`config.mk`:
```
export PLATFORM = sky130hd
export DESIGN_NAME = exa_crosb_output_vc_sched_flat
export DESIGN_NICKNAME = d
export VERILOG_FILES = /design/src/rtl/exa_crosb_output_vc_sched_pkg.sv /design/src/rtl/exa_crosb_output_vc_sched_if.sv /design/src/rtl/exa_crosb_output_vc_sched_rr_arbiter.sv /design/src/rtl/exa_crosb_output_vc_sched.sv /design/src/flat_wrapper.sv
export SDC_FILE = /design/constraint.sdc
export NUM_CORES = 1
export LEC_CHECK = 0
export ABC_CLOCK_PERIOD_IN_PS = 6700
export CAP_MARGIN = 20
export CORE_ASPECT_RATIO = 0.9
export CORE_MARGIN = 5
export CORE_UTILIZATION = 29
export CTS_BUF_LIST = sky130_fd_sc_hd__clkbuf_4
export DETAILED_ROUTE_END_ITERATION = 16
export GPL_ROUTABILITY_DRIVEN = 0
export GPL_TIMING_DRIVEN = 0
export SETUP_SLACK_MARGIN = 0.5
export SLEW_MARGIN = 0
export SYNTH_ARGS = -nofsm -noshare
export SYNTH_HDL_FRONTEND = slang
export SYNTH_HIERARCHICAL = 1
export SYNTH_SLANG_ARGS = --single-unit
export TNS_END_PERCENT = 1
```
`constraint.sdc`:
```
create_clock -name clk -period 6.7 [get_ports clk]
set_clock_uncertainty 0.15 [all_clocks]
set_input_delay 1.34 -clock clk [delete_from_list [all_inputs] [get_ports clk]]
set_output_delay 1.34 -clock clk [all_outputs]
set_load 0.005 [all_outputs]
```
`src/rtl/exa_crosb_output_vc_sched_pkg.sv`:
```
// Shared types for the VC crossbar output scheduler: FSM states and credit counter type.
package exanet_crosb_pkg;

    localparam int CREDIT_W = 4;

    typedef enum logic {
        IDLE   = 1'b0,
        LOCKED = 1'b1
    } sched_state_t;

    typedef logic [CREDIT_W-1:0] credit_vec_t;

endpackage

```
`src/rtl/exa_crosb_output_vc_sched_if.sv`:
```
// Request/grant/credit bundle between the crossbar input side and one output scheduler.
interface exa_crosb_output_vc_sched_if
    import exanet_crosb_pkg::*;
#(
    parameter int input_num = 4,
    parameter int vc_num    = 4,
    parameter int prio_num  = 2
);
    localparam int VC_TOTAL  = prio_num * vc_num;
    localparam int logInput  = $clog2(input_num);
    localparam int logVcPrio = $clog2(VC_TOTAL);

    logic [input_num-1:0]                i_req;
    logic [input_num-1:0][logVcPrio-1:0] i_req_vc;
    logic                                i_pkt_done;
    logic [VC_TOTAL-1:0]                 i_credit_ret;
    logic [input_num-1:0]                o_grant;
    logic [logInput-1:0]                 o_input_sel;
    logic [logVcPrio-1:0]                o_selected_output_vc;
    logic                                o_busy;
    credit_vec_t [VC_TOTAL-1:0]          o_credit_cnt;
    logic                                o_credit_err;

    modport master (
        output i_req, i_req_vc, i_pkt_done, i_credit_ret,
        input  o_grant, o_input_sel, o_selected_output_vc, o_busy, o_credit_cnt, o_credit_err
    );

    modport slave (
        input  i_req, i_req_vc, i_pkt_done, i_credit_ret,
        output o_grant, o_input_sel, o_selected_output_vc, o_busy, o_credit_cnt, o_credit_err
    );

endinterface

```
`src/rtl/exa_crosb_output_vc_sched_rr_arbiter.sv`:
```
// Combinational round-robin arbiter: first requester at or after ptr wins.
module exa_crosb_rr_arbiter #(
    parameter  int N  = 4,
    localparam int LW = $clog2(N)
) (
    input  logic [N-1:0]  req,
    input  logic [LW-1:0] ptr,
    output logic [N-1:0]  grant,
    output logic [LW-1:0] idx,
    output logic          valid
);

    always_comb begin
        grant = '0;
        idx   = '0;
        valid = 1'b0;
        for (int k = 0; k < N; k++) begin
            if (!valid && req[(int'(ptr) + k) % N]) begin
                valid                         = 1'b1;
                idx                           = LW'((int'(ptr) + k) % N);
                grant[(int'(ptr) + k) % N]    = 1'b1;
            end
        end
    end

endmodule

```
`src/rtl/exa_crosb_output_vc_sched.sv`:
```
// Per-output packet scheduler: strict-priority classes, RR within class, credit-gated, locked until footer.
// Optional starvation aging enabled by defining EXA_CROSB_SCHED_AGE_EN.
module exa_crosb_output_vc_sched
    import exanet_crosb_pkg::*;
#(
    parameter int input_num    = 4,
    parameter int vc_num       = 4,
    parameter int prio_num     = 2,
    parameter int CREDITS_INIT = 4
`ifdef EXA_CROSB_SCHED_AGE_EN
    , parameter int AGE_LIMIT  = 64
`endif
) (
    input  logic                         clk,
    input  logic                         reset,
    exa_crosb_output_vc_sched_if.slave   sched
);

    localparam int VC_TOTAL  = prio_num * vc_num;
    localparam int logInput  = $clog2(input_num);
    localparam int logVcPrio = $clog2(VC_TOTAL);
    localparam int logVc     = $clog2(vc_num);
    localparam int logPrio   = (prio_num > 1) ? $clog2(prio_num) : 1;
    localparam credit_vec_t CREDIT_INIT_V = credit_vec_t'(CREDITS_INIT);

    sched_state_t                        state_reg;
    logic [input_num-1:0]                grant_reg;
    logic [logInput-1:0]                 input_sel_reg;
    logic [logVcPrio-1:0]                vc_sel_reg;
    logic                                busy_reg;
    logic [prio_num-1:0][logInput-1:0]   rr_ptr_reg;
    credit_vec_t [VC_TOTAL-1:0]          credit_reg;
    logic                                credit_err_reg;

    logic [input_num-1:0]                eligible;
    logic [input_num-1:0]                aged;
    logic [input_num-1:0][logPrio-1:0]   req_class;
    logic [prio_num-1:0][input_num-1:0]  class_req;
    logic [prio_num-1:0][input_num-1:0]  arb_grant;
    logic [prio_num-1:0][logInput-1:0]   arb_idx;
    logic [prio_num-1:0]                 arb_valid;
    logic [logPrio-1:0]                  win_class;
    logic [logInput-1:0]                 win_idx;
    logic [input_num-1:0]                win_grant;
    logic [logVcPrio-1:0]                win_vc;
    logic                                grant_fire;
    logic [VC_TOTAL-1:0]                 dec_vec;
    logic [VC_TOTAL-1:0]                 ret_full;

    genvar gi;
    generate
        for (gi = 0; gi < input_num; gi++) begin : g_req
            assign eligible[gi]  = sched.i_req[gi] && (credit_reg[sched.i_req_vc[gi]] != '0);
            assign req_class[gi] = logPrio'(sched.i_req_vc[gi] >> logVc);
        end
    endgenerate

`ifdef EXA_CROSB_SCHED_AGE_EN
    logic [input_num-1:0][6:0] age_reg;
    generate
        for (gi = 0; gi < input_num; gi++) begin : g_age
            always_ff @(posedge clk) begin
                if (reset || !sched.i_req[gi] || grant_reg[gi])
                    age_reg[gi] <= '0;
                else if (age_reg[gi] != 7'h7f)
                    age_reg[gi] <= age_reg[gi] + 7'd1;
            end
            assign aged[gi] = (age_reg[gi] >= 7'(AGE_LIMIT));
        end
    endgenerate
`else
    assign aged = '0;
`endif

    // Aged requesters are promoted into the top class so its RR pointer breaks ties.
    always_comb begin
        class_req = '0;
        for (int i = 0; i < input_num; i++) begin
            if (aged[i])
                class_req[prio_num-1][i] = eligible[i];
            else
                class_req[req_class[i]][i] = eligible[i];
        end
    end

    generate
        for (gi = 0; gi < prio_num; gi++) begin : g_arb
            exa_crosb_rr_arbiter #(.N(input_num)) u_arb (
                .req   (class_req[gi]),
                .ptr   (rr_ptr_reg[gi]),
                .grant (arb_grant[gi]),
                .idx   (arb_idx[gi]),
                .valid (arb_valid[gi])
            );
        end
    endgenerate

    always_comb begin
        win_class = '0;
        for (int p = 0; p < prio_num; p++) begin
            if (arb_valid[p])
                win_class = logPrio'(p);
        end
    end

    assign win_idx    = arb_idx[win_class];
    assign win_grant  = arb_grant[win_class];
    assign win_vc     = sched.i_req_vc[win_idx];
    assign grant_fire = (state_reg == IDLE) && (|eligible);

    always_ff @(posedge clk) begin
        if (reset) begin
            state_reg     <= IDLE;
            grant_reg     <= '0;
            input_sel_reg <= '0;
            vc_sel_reg    <= '0;
            busy_reg      <= 1'b0;
            rr_ptr_reg    <= '0;
        end else begin
            case (state_reg)
                IDLE: begin
                    if (grant_fire) begin
                        state_reg             <= LOCKED;
                        grant_reg             <= win_grant;
                        input_sel_reg         <= win_idx;
                        vc_sel_reg            <= win_vc;
                        busy_reg              <= 1'b1;
                        rr_ptr_reg[win_class] <= logInput'((int'(win_idx) + 1) % input_num);
                    end
                end
                LOCKED: begin
                    if (sched.i_pkt_done) begin
                        state_reg <= IDLE;
                        grant_reg <= '0;
                        busy_reg  <= 1'b0;
                    end
                end
                default: state_reg <= IDLE;
            endcase
        end
    end

    generate
        for (gi = 0; gi < VC_TOTAL; gi++) begin : g_credit
            assign dec_vec[gi]  = grant_fire && (win_vc == logVcPrio'(gi));
            assign ret_full[gi] = sched.i_credit_ret[gi] && !dec_vec[gi] &&
                                  (credit_reg[gi] == CREDIT_INIT_V);
        end
    endgenerate

    // A return and a grant on the same VC cancel; returns into a full counter saturate.
    always_ff @(posedge clk) begin
        if (reset) begin
            for (int v = 0; v < VC_TOTAL; v++)
                credit_reg[v] <= CREDIT_INIT_V;
            credit_err_reg <= 1'b0;
        end else begin
            for (int v = 0; v < VC_TOTAL; v++) begin
                if (sched.i_credit_ret[v] && !dec_vec[v]) begin
                    if (credit_reg[v] != CREDIT_INIT_V)
                        credit_reg[v] <= credit_reg[v] + 1'b1;
                end else if (dec_vec[v] && !sched.i_credit_ret[v]) begin
                    credit_reg[v] <= credit_reg[v] - 1'b1;
                end
            end
            credit_err_reg <= credit_err_reg | (|ret_full);
        end
    end

    assign sched.o_grant              = grant_reg;
    assign sched.o_input_sel          = input_sel_reg;
    assign sched.o_selected_output_vc = vc_sel_reg;
    assign sched.o_busy               = busy_reg;
    assign sched.o_credit_cnt         = credit_reg;
    assign sched.o_credit_err         = credit_err_reg;

endmodule

```
`src/flat_wrapper.sv`:
```
// flat-port wrapper written by rule: the top's interface ports become plain ports
module exa_crosb_output_vc_sched_flat import exanet_crosb_pkg::*;
#(
    parameter int input_num    = 4,
    parameter int vc_num       = 4,
    parameter int prio_num     = 2,
    parameter int CREDITS_INIT = 4

)
  (clk, reset, sched_i_req, sched_i_req_vc, sched_i_pkt_done, sched_i_credit_ret, sched_o_grant, sched_o_input_sel, sched_o_selected_output_vc, sched_o_busy, sched_o_credit_cnt, sched_o_credit_err);
  exa_crosb_output_vc_sched_if #(.input_num(input_num), .vc_num(vc_num), .prio_num(prio_num)) sched_i ();
  input  logic clk;
  input  logic reset;
  input wire logic [$bits(sched_i.i_req)-1:0] sched_i_req;
  input wire logic [$bits(sched_i.i_req_vc)-1:0] sched_i_req_vc;
  input wire logic [$bits(sched_i.i_pkt_done)-1:0] sched_i_pkt_done;
  input wire logic [$bits(sched_i.i_credit_ret)-1:0] sched_i_credit_ret;
  output wire logic [$bits(sched_i.o_grant)-1:0] sched_o_grant;
  output wire logic [$bits(sched_i.o_input_sel)-1:0] sched_o_input_sel;
  output wire logic [$bits(sched_i.o_selected_output_vc)-1:0] sched_o_selected_output_vc;
  output wire logic [$bits(sched_i.o_busy)-1:0] sched_o_busy;
  output wire logic [$bits(sched_i.o_credit_cnt)-1:0] sched_o_credit_cnt;
  output wire logic [$bits(sched_i.o_credit_err)-1:0] sched_o_credit_err;
  assign sched_i.i_req = sched_i_req;
  assign sched_i.i_req_vc = sched_i_req_vc;
  assign sched_i.i_pkt_done = sched_i_pkt_done;
  assign sched_i.i_credit_ret = sched_i_credit_ret;
  assign sched_o_grant = sched_i.o_grant;
  assign sched_o_input_sel = sched_i.o_input_sel;
  assign sched_o_selected_output_vc = sched_i.o_selected_output_vc;
  assign sched_o_busy = sched_i.o_busy;
  assign sched_o_credit_cnt = sched_i.o_credit_cnt;
  assign sched_o_credit_err = sched_i.o_credit_err;
  exa_crosb_output_vc_sched #(.input_num(input_num), .vc_num(vc_num), .prio_num(prio_num), .CREDITS_INIT(CREDITS_INIT)) u_core (.clk(clk), .reset(reset), .sched(sched_i));
endmodule
```
==> impl_metrics.yaml, run 1 <==
outcome:
  status: "finished clean"
detailed_routing:
  wire_per_inst_um: 16.9
  vias_per_cell: 5.49
  vias: 4249
  finalWirelength_um: 13100
  dr.pass1.iters: 6
  drc_errors: 0
  first_iter_violations: 389
  ant_nets: 0
placement:
  hpwl_um: 10000
  port_buffers: 66
  dp.cells: 748
floorplanning:
  dieArea_mm2: 0.0173
  start_util_pct: 29.3
  die_h_um: 125
  rows: 42
  pin_count: 70
  dieWidth_um: 138
  core_mm2: 0.0146
global_route:
  grt_max_degree: 16
  grt_pass1_wl_um: 21000
  overflow: 0
  grtUsageTotal_pct: 14.7
  antenna_found_initial: 0
  grt_pass1_vias: 4111
final_layout:
  area_growth_pct: 30.2
  largest_reg_flops: 32
  drive_above_1_share_pct: 16.3
  final_nets: 636
  finish.utilization_pct: 38.1
  fin_cells: 774
  diodes: 0
hold_path:
  min-delay-path-class: "register to register"
clock_network:
  htreeDepth: 2
  cts_tree: "built"
  clk_latency_ns: 0.38
  clkTransAtPathRegs_ns: 0.15
  cts_sinks: 48
  cts_buffers: 5
  cts_buffer_depth: 2
  root_buffer: "clkbuf_4"
critical_path:
  critical_path_class: "primary input to register"
  r2r_cells: 20
  max_stage_delay_ns: 0.63
  path_cells: "clkdlybuf4s50_1 -> inv_1 -> a311o_1 -> a211oi_4 -> mux4_2 -> buf_6 -> and2b_2 -> o21ai_2 -> o31ai_2 -> mux2i_2 -> buf_4 -> mux4_2 -> buf_4 -> nor2b_2 -> nand2_1 -> nand2_1 -> ha_1 -> a21o_1 -> a21oi_1 -> nand4b_1 -> and3b_1 -> nor3_1"
  critPathLaunchType: "primary input"
  critPathTopFamily: "compound AO/OA/AOI/OAI gates"
  regToRegSetupSlack_ns: 0.66
  cp.required_ns: 6.87
  path_buf_inv: 5
  cp_slowest_cell: "mux4_2"
  setup.worst_path.end_class: "register"
  crit_path_end: "u_core/sched.o_credit_cnt[19]$_SDFFE_PP0P_"
  r2r_end: "u_core/sched.o_credit_cnt[19]$_SDFFE_PP0P_"
  crit_start: "sched_i_req[3]"
  reg2reg_from: "u_core/sched.o_credit_cnt[0]$_SDFFE_PP0P_"
  cp.depth: 22
  arrival_ns: 6.23
  worstPathMaxFanout: 10
timing:
  fmax_mhz: 165
  grt_setup_unrepaired: "yes"
  hold_viol: 0
  worst_pin_slew_ns: 1.19
  period_needed_ns: 6.06
  timing.final.crit_share_pct: 90.5
  slew_headroom_pct: 20.1
  drv_slew: 0
  setup_viol: 0
synth:
  syn_avg_cell_area_um2: 8.84
  yosysWarnings: 6
  synthCells: 484
  synth_area_mm2: 0.00428
  synth.net_count: 545
power_and_ir_drop:
  p_leak_nw: 2.16
  powerDensity_mw_per_mm2: 536
  irDropWorstVdd_mv: 0.162
job:
  cap_violations: 0
stage by stage:
stage / setup TNS (ns) / setup WS, ns / total power [W] / area, µm² / hold slack (ns)
2_1_floorplan: 0 / 0.472 / 0.00190 / 4290 / 0.317
3_3_place_gp: -8.41 / -0.980 / 0.00244 / 5200 / 0.343
3_5_place_dp: -11.78 / -1.10 / 0.00250 / 5200 / 0.349
4_1_cts: 0 / 0.477 / 0.00290 / 5460 / 0.377
5_1_grt: 0 / 0.445 / 0.00323 / 5570 / 0.395
6_report: 0 / 0.639 / 0.00298 / 5570 / 0.371
cells in the final DEF, fill, tap and decap left out, types with 8 or more instances in the layout:
cell and n:
buf_4 17, fa_1 8, mux2i_1 19, a21o_1 10, o21ai_0 23, clkdlybuf4s50_1 60, xor2_1 8, nand3_1 9
dfxtp_1 48, nor2b_1 9, ha_1 26, mux2_2 10, nor2_1 34, inv_1 13, nand2_1 27, nor3_1 36
a21oi_1 32, mux4_2 12, a22oi_1 22
timing repair:
item,4_1_cts,5_1_grt
hold buffers,0,0
pin swaps,4,6
resized for setup,28,26
gates cloned,0,0
endpoints found under the setup margin,30,9
setup buffers,9,8
metal layers:
layer  vias to the layer above  part of all wire, %  track usage [%]
met3                        11                  6.8             2.33
met1                      2029                   44             19.2
met2                       165                   49             25.7
met4                         0                 0.85             2.96
met5                         -                    0                0
li1                       2044                    -                -
power breakdown:
part	switching [W]	internal, W	total [W]
clock	0.0000996	0.000154	0.000253
combinational	0.00115	0.00102	0.00216
sequential	0.000170	0.000396	0.000566
worst register-to-register path, cell delays in order (launching register included):
cell	delay (ns)
dfxtp_1	0.40
nor4_1	1.01
mux2i_1	0.25
o211a_1	0.33
mux4_2	0.53
clkbuf_2	0.22
o21ai_2	0.17
o31ai_2	0.10
mux2i_2	0.14
buf_4	0.17
mux4_2	0.63
buf_4	0.20
nor2b_2	0.19
nand2_1	0.11
nand2_1	0.12
ha_1	0.30
a21o_1	0.18
a21oi_1	0.24
nand4b_1	0.16
and3b_1	0.22
nor3_1	0.16
how the worst min path moves through the flow:
stage / startpoint / endpoint / slack (ns) / depth (start not counted)
after global placement: u_core/sched.o_busy$_SDFFE_PP0P_ / u_core/sched.o_busy$_SDFFE_PP0P_ / 0.34 / 2
final: u_core/sched.o_selected_output_vc[1]$_SDFFE_PP0P_ / u_core/sched.o_selected_output_vc[1]$_SDFFE_PP0P_ / 0.37 / 2
after global routing: u_core/sched.o_selected_output_vc[1]$_SDFFE_PP0P_ / u_core/sched.o_selected_output_vc[1]$_SDFFE_PP0P_ / 0.39 / 2
after CTS: u_core/sched.o_selected_output_vc[1]$_SDFFE_PP0P_ / u_core/sched.o_selected_output_vc[1]$_SDFFE_PP0P_ / 0.38 / 2
after detailed placement: u_core/sched.o_busy$_SDFFE_PP0P_ / u_core/sched.o_busy$_SDFFE_PP0P_ / 0.35 / 2
after floorplan: u_core/sched.o_selected_output_vc[1]$_SDFFE_PP0P_ / u_core/sched.o_selected_output_vc[1]$_SDFFE_PP0P_ / 0.32 / 2
area by class of cell:
class / instances / area [µm²]
buffer: 16 / 105
clock buffer: 5 / 37.5
clock inverter: 3 / 90.1
fill: 1504 / 9040
inverter: 15 / 56.3
multi-input combinational: 405 / 3290
sequential: 48 / 961
tap: 198 / 248
timing repair buffer: 84 / 782
No activity file was read; power rests on OpenSTA's default activity.
==> inputs of run 2 (changes only) <==
--- a/config.mk
+++ b/config.mk
@@ -5,15 +5,14 @@
 export SDC_FILE = /design/constraint.sdc
 export NUM_CORES = 1
 export LEC_CHECK = 0
-export ABC_CLOCK_PERIOD_IN_PS = 6700
-export CAP_MARGIN = 20
 export CORE_ASPECT_RATIO = 0.9
 export CORE_MARGIN = 5
-export CORE_UTILIZATION = 29
+export CORE_UTILIZATION = 40
 export CTS_BUF_LIST = sky130_fd_sc_hd__clkbuf_4
 export DETAILED_ROUTE_END_ITERATION = 16
 export GPL_ROUTABILITY_DRIVEN = 0
 export GPL_TIMING_DRIVEN = 0
+export PLACE_DENSITY = 0.65
 export SETUP_SLACK_MARGIN = 0.5
 export SLEW_MARGIN = 0
 export SYNTH_ARGS = -nofsm -noshare
==> run 2 against run 1 <==
Net effect: critical path type unchanged; wire length is 0.24% lower; via count rose by 1.4%; sequential cell count stayed put; utilization rose by 15 points; non-clock buffer count rose by 5; sequential power is essentially flat; clock power shrank 44%; die area down 26%.
==> impl_metrics.yaml, run 2 (same netlist as run 1, synthesis figures left out) <==
floorplanning:
  rows: 35
  core_mm2: 0.0103
  dieArea_mm2: 0.0129
  die_h_um: 108
  dieWidth_um: 119
  start_util_pct: 41.4
  pin_count: 70
clock_network:
  htreeDepth: 2
  cts_buffer_depth: 2
  root_buffer: "clkbuf_4"
  clkTransAtPathRegs_ns: 0.15
  clk_latency_ns: 0.37
  cts_sinks: 48
  cts_buffers: 5
  hold_buffers: 0
  cts_tree: "built"
placement:
  port_buffers: 66
  place_ws_ns: -1.04
  dp.cells: 679
  hpwl_um: 9490
critical_path:
  crit_top_cell: "mux4_2"
  critical_path_class: "primary input to register"
  worstPathMaxFanout: 10
  max_stage_delay_ns: 0.65
  critPathLaunchType: "primary input"
  cp_slowest_cell: "mux4_2"
  cp.required_ns: 6.83
  path_cells: "dlygate4sd2_1 -> mux4_2 -> and3_4 -> mux4_2 -> and2b_2 -> o21ai_1 -> o31ai_2 -> mux2i_2 -> buf_6 -> mux4_2 -> nand2b_1 -> o21ai_2 -> ha_1 -> a21o_1 -> a21oi_1 -> mux2i_1 -> mux2_2"
  regToRegSetupSlack_ns: 0.66
  arrival_ns: 6.23
  setup.worst_path.end_class: "register"
timing:
  fmax_mhz: 164
  layout_setup_ws_ns: 0.597
  setup_viol: 0
  drv_slew: 0
  timing.final.crit_share_pct: 91.1
  grt_setup_unrepaired: "yes"
  slew_headroom_pct: 24.3
  hold_viol: 0
  period_needed_ns: 6.10
  worst_pin_slew_ns: 1.13
global_route:
  grt_pass1_vias: 3945
  antenna_found_initial: 0
  use_met1_pct: 27.7
  grt_max_degree: 16
  use_met2_pct: 31.4
  use_met3_pct: 3.19
  grtUsageTotal_pct: 19.4
  overflow: 0
  grt_busiest_layer: "met2"
  grt_pass1_wl_um: 20500
outcome:
  status: "finished clean"
power_and_ir_drop:
  irDropWorstVdd_mv: 0.224
  p_leak_nw: 2.17
  powerDensity_mw_per_mm2: 540
final_layout:
  drive_above_1_share_pct: 17.7
  layout_common_cells: "clkdlybuf4s50_1 (60), dfxtp_1 (48), nor3_1 (36), nor2_1 (34), a21oi_1 (31)"
  final_nets: 642
  largest_reg_flops: 32
  multiInputGateArea_mm2: 0.00334
  fill_cells: 965
  finish.utilization_pct: 53.3
  area_growth_pct: 28.7
  fin_cells: 711
  final_common_cell: "clkdlybuf4s50_1"
  diodes: 0
  seq_area_um2: 961
detailed_routing:
  drc_errors: 0
  finalWirelength_um: 13100
  first_iter_violations: 350
  ant_nets: 0
  vias: 4309
  wire_per_inst_um: 18.4
  vias_per_cell: 6.06
  dr.pass1.iters: 5
job:
  cap_violations: 0
hold_path:
  min-delay-path-class: "register to register"
[run 2: changes by cell type in the layout (fill, tap and decap cells not counted), moves of 2 or more]
cell       delta
bufinv_16     -3
clkbuf_2      -2
nand2_2       +2
nand2_1       -2
nor4_1        -2
buf_4         +5
nor4_2        +2
[run 2: critical path: cells and delay by family]
| family | cells | cell delay, ns |
|---|---|---|
| mux | 6 | 2.45 |
| compound gates | 5 | 0.94 |
| simple gates | 3 | 0.81 |
| buf+inv | 2 | 0.43 |
| fa+ha+maj | 1 | 0.26 |
[run 2: timing repair]
action                                  in CTS  in global routing
endpoints found under the hold margin        0                  0
gates resized for setup                     33                 22
pin swaps                                    5                  6
cloned                                       0                  1
endpoints found under the setup margin      30                  9
buffers inserted                            12                 11
[run 2: area by class of cell]
type	instances	area share (%)
Multi-Input combinational cell	406	60.6
Sequential cell	48	17.5
Inverter	15	1.02
Clock buffer	5	0.682
Tap cell	129	2.93
Timing Repair Buffer	89	15.1
Buffer	16	1.91
Clock inverter	3	0.318
[run 2: power by group]
part	total [W]	leakage, nW	switching (W)	internal, W
Clock	0.000142	0.0330	0.000101	0.0000408
Sequential	0.000569	0.394	0.000173	0.000396
Combinational	0.00226	1.75	0.00120	0.00107
Total	0.00297	2.17	0.00147	0.00150
[run 2: stage by stage]
stage / instance area, µm² / total power [W] / TNS [ns] / hold WS (ns)
after floorplan: 4290 / 0.00190 / 0 / 0.317
after global placement: 5110 / 0.00244 / -7.29 / 0.332
after detailed placement: 5110 / 0.00249 / -10.17 / 0.327
after CTS: 5330 / 0.00280 / 0 / 0.362
after global routing: 5510 / 0.00320 / 0 / 0.382
final: 5510 / 0.00297 / 0 / 0.358
[run 2: path summary, 6_finish.rpt]
path	start	end	cells after the start
worst min-delay path	u_core/sched.o_busy$_SDFFE_PP0P_	u_core/sched.o_busy$_SDFFE_PP0P_	2
worst max-delay path	sched_i_req_vc[0]	u_core/sched.o_credit_cnt[27]$_SDFFE_PP0P_	17
worst max register to register	u_core/sched.o_credit_cnt[0]$_SDFFE_PP0P_	u_core/sched.o_credit_cnt[11]$_SDFFE_PP0P_	23
worst min register to register	u_core/sched.o_busy$_SDFFE_PP0P_	u_core/sched.o_busy$_SDFFE_PP0P_	2
[run 2: layer usage]
layer  vias up  wire, µm
li1       2052         -
met1      2094      6170
met2       153      5940
met3        10       866
met4         0        99
met5         -         0
==> inputs of run 3 (changes only) <==
--- a/config.mk
+++ b/config.mk
@@ -14,7 +14,6 @@
 export GPL_TIMING_DRIVEN = 0
 export PLACE_DENSITY = 0.65
 export SETUP_SLACK_MARGIN = 0.5
-export SLEW_MARGIN = 0
 export SYNTH_ARGS = -nofsm -noshare
 export SYNTH_HDL_FRONTEND = slang
 export SYNTH_HIERARCHICAL = 1
==> results of run 3 <==
Final layout, timing and power as in run 2 (identical DEF).
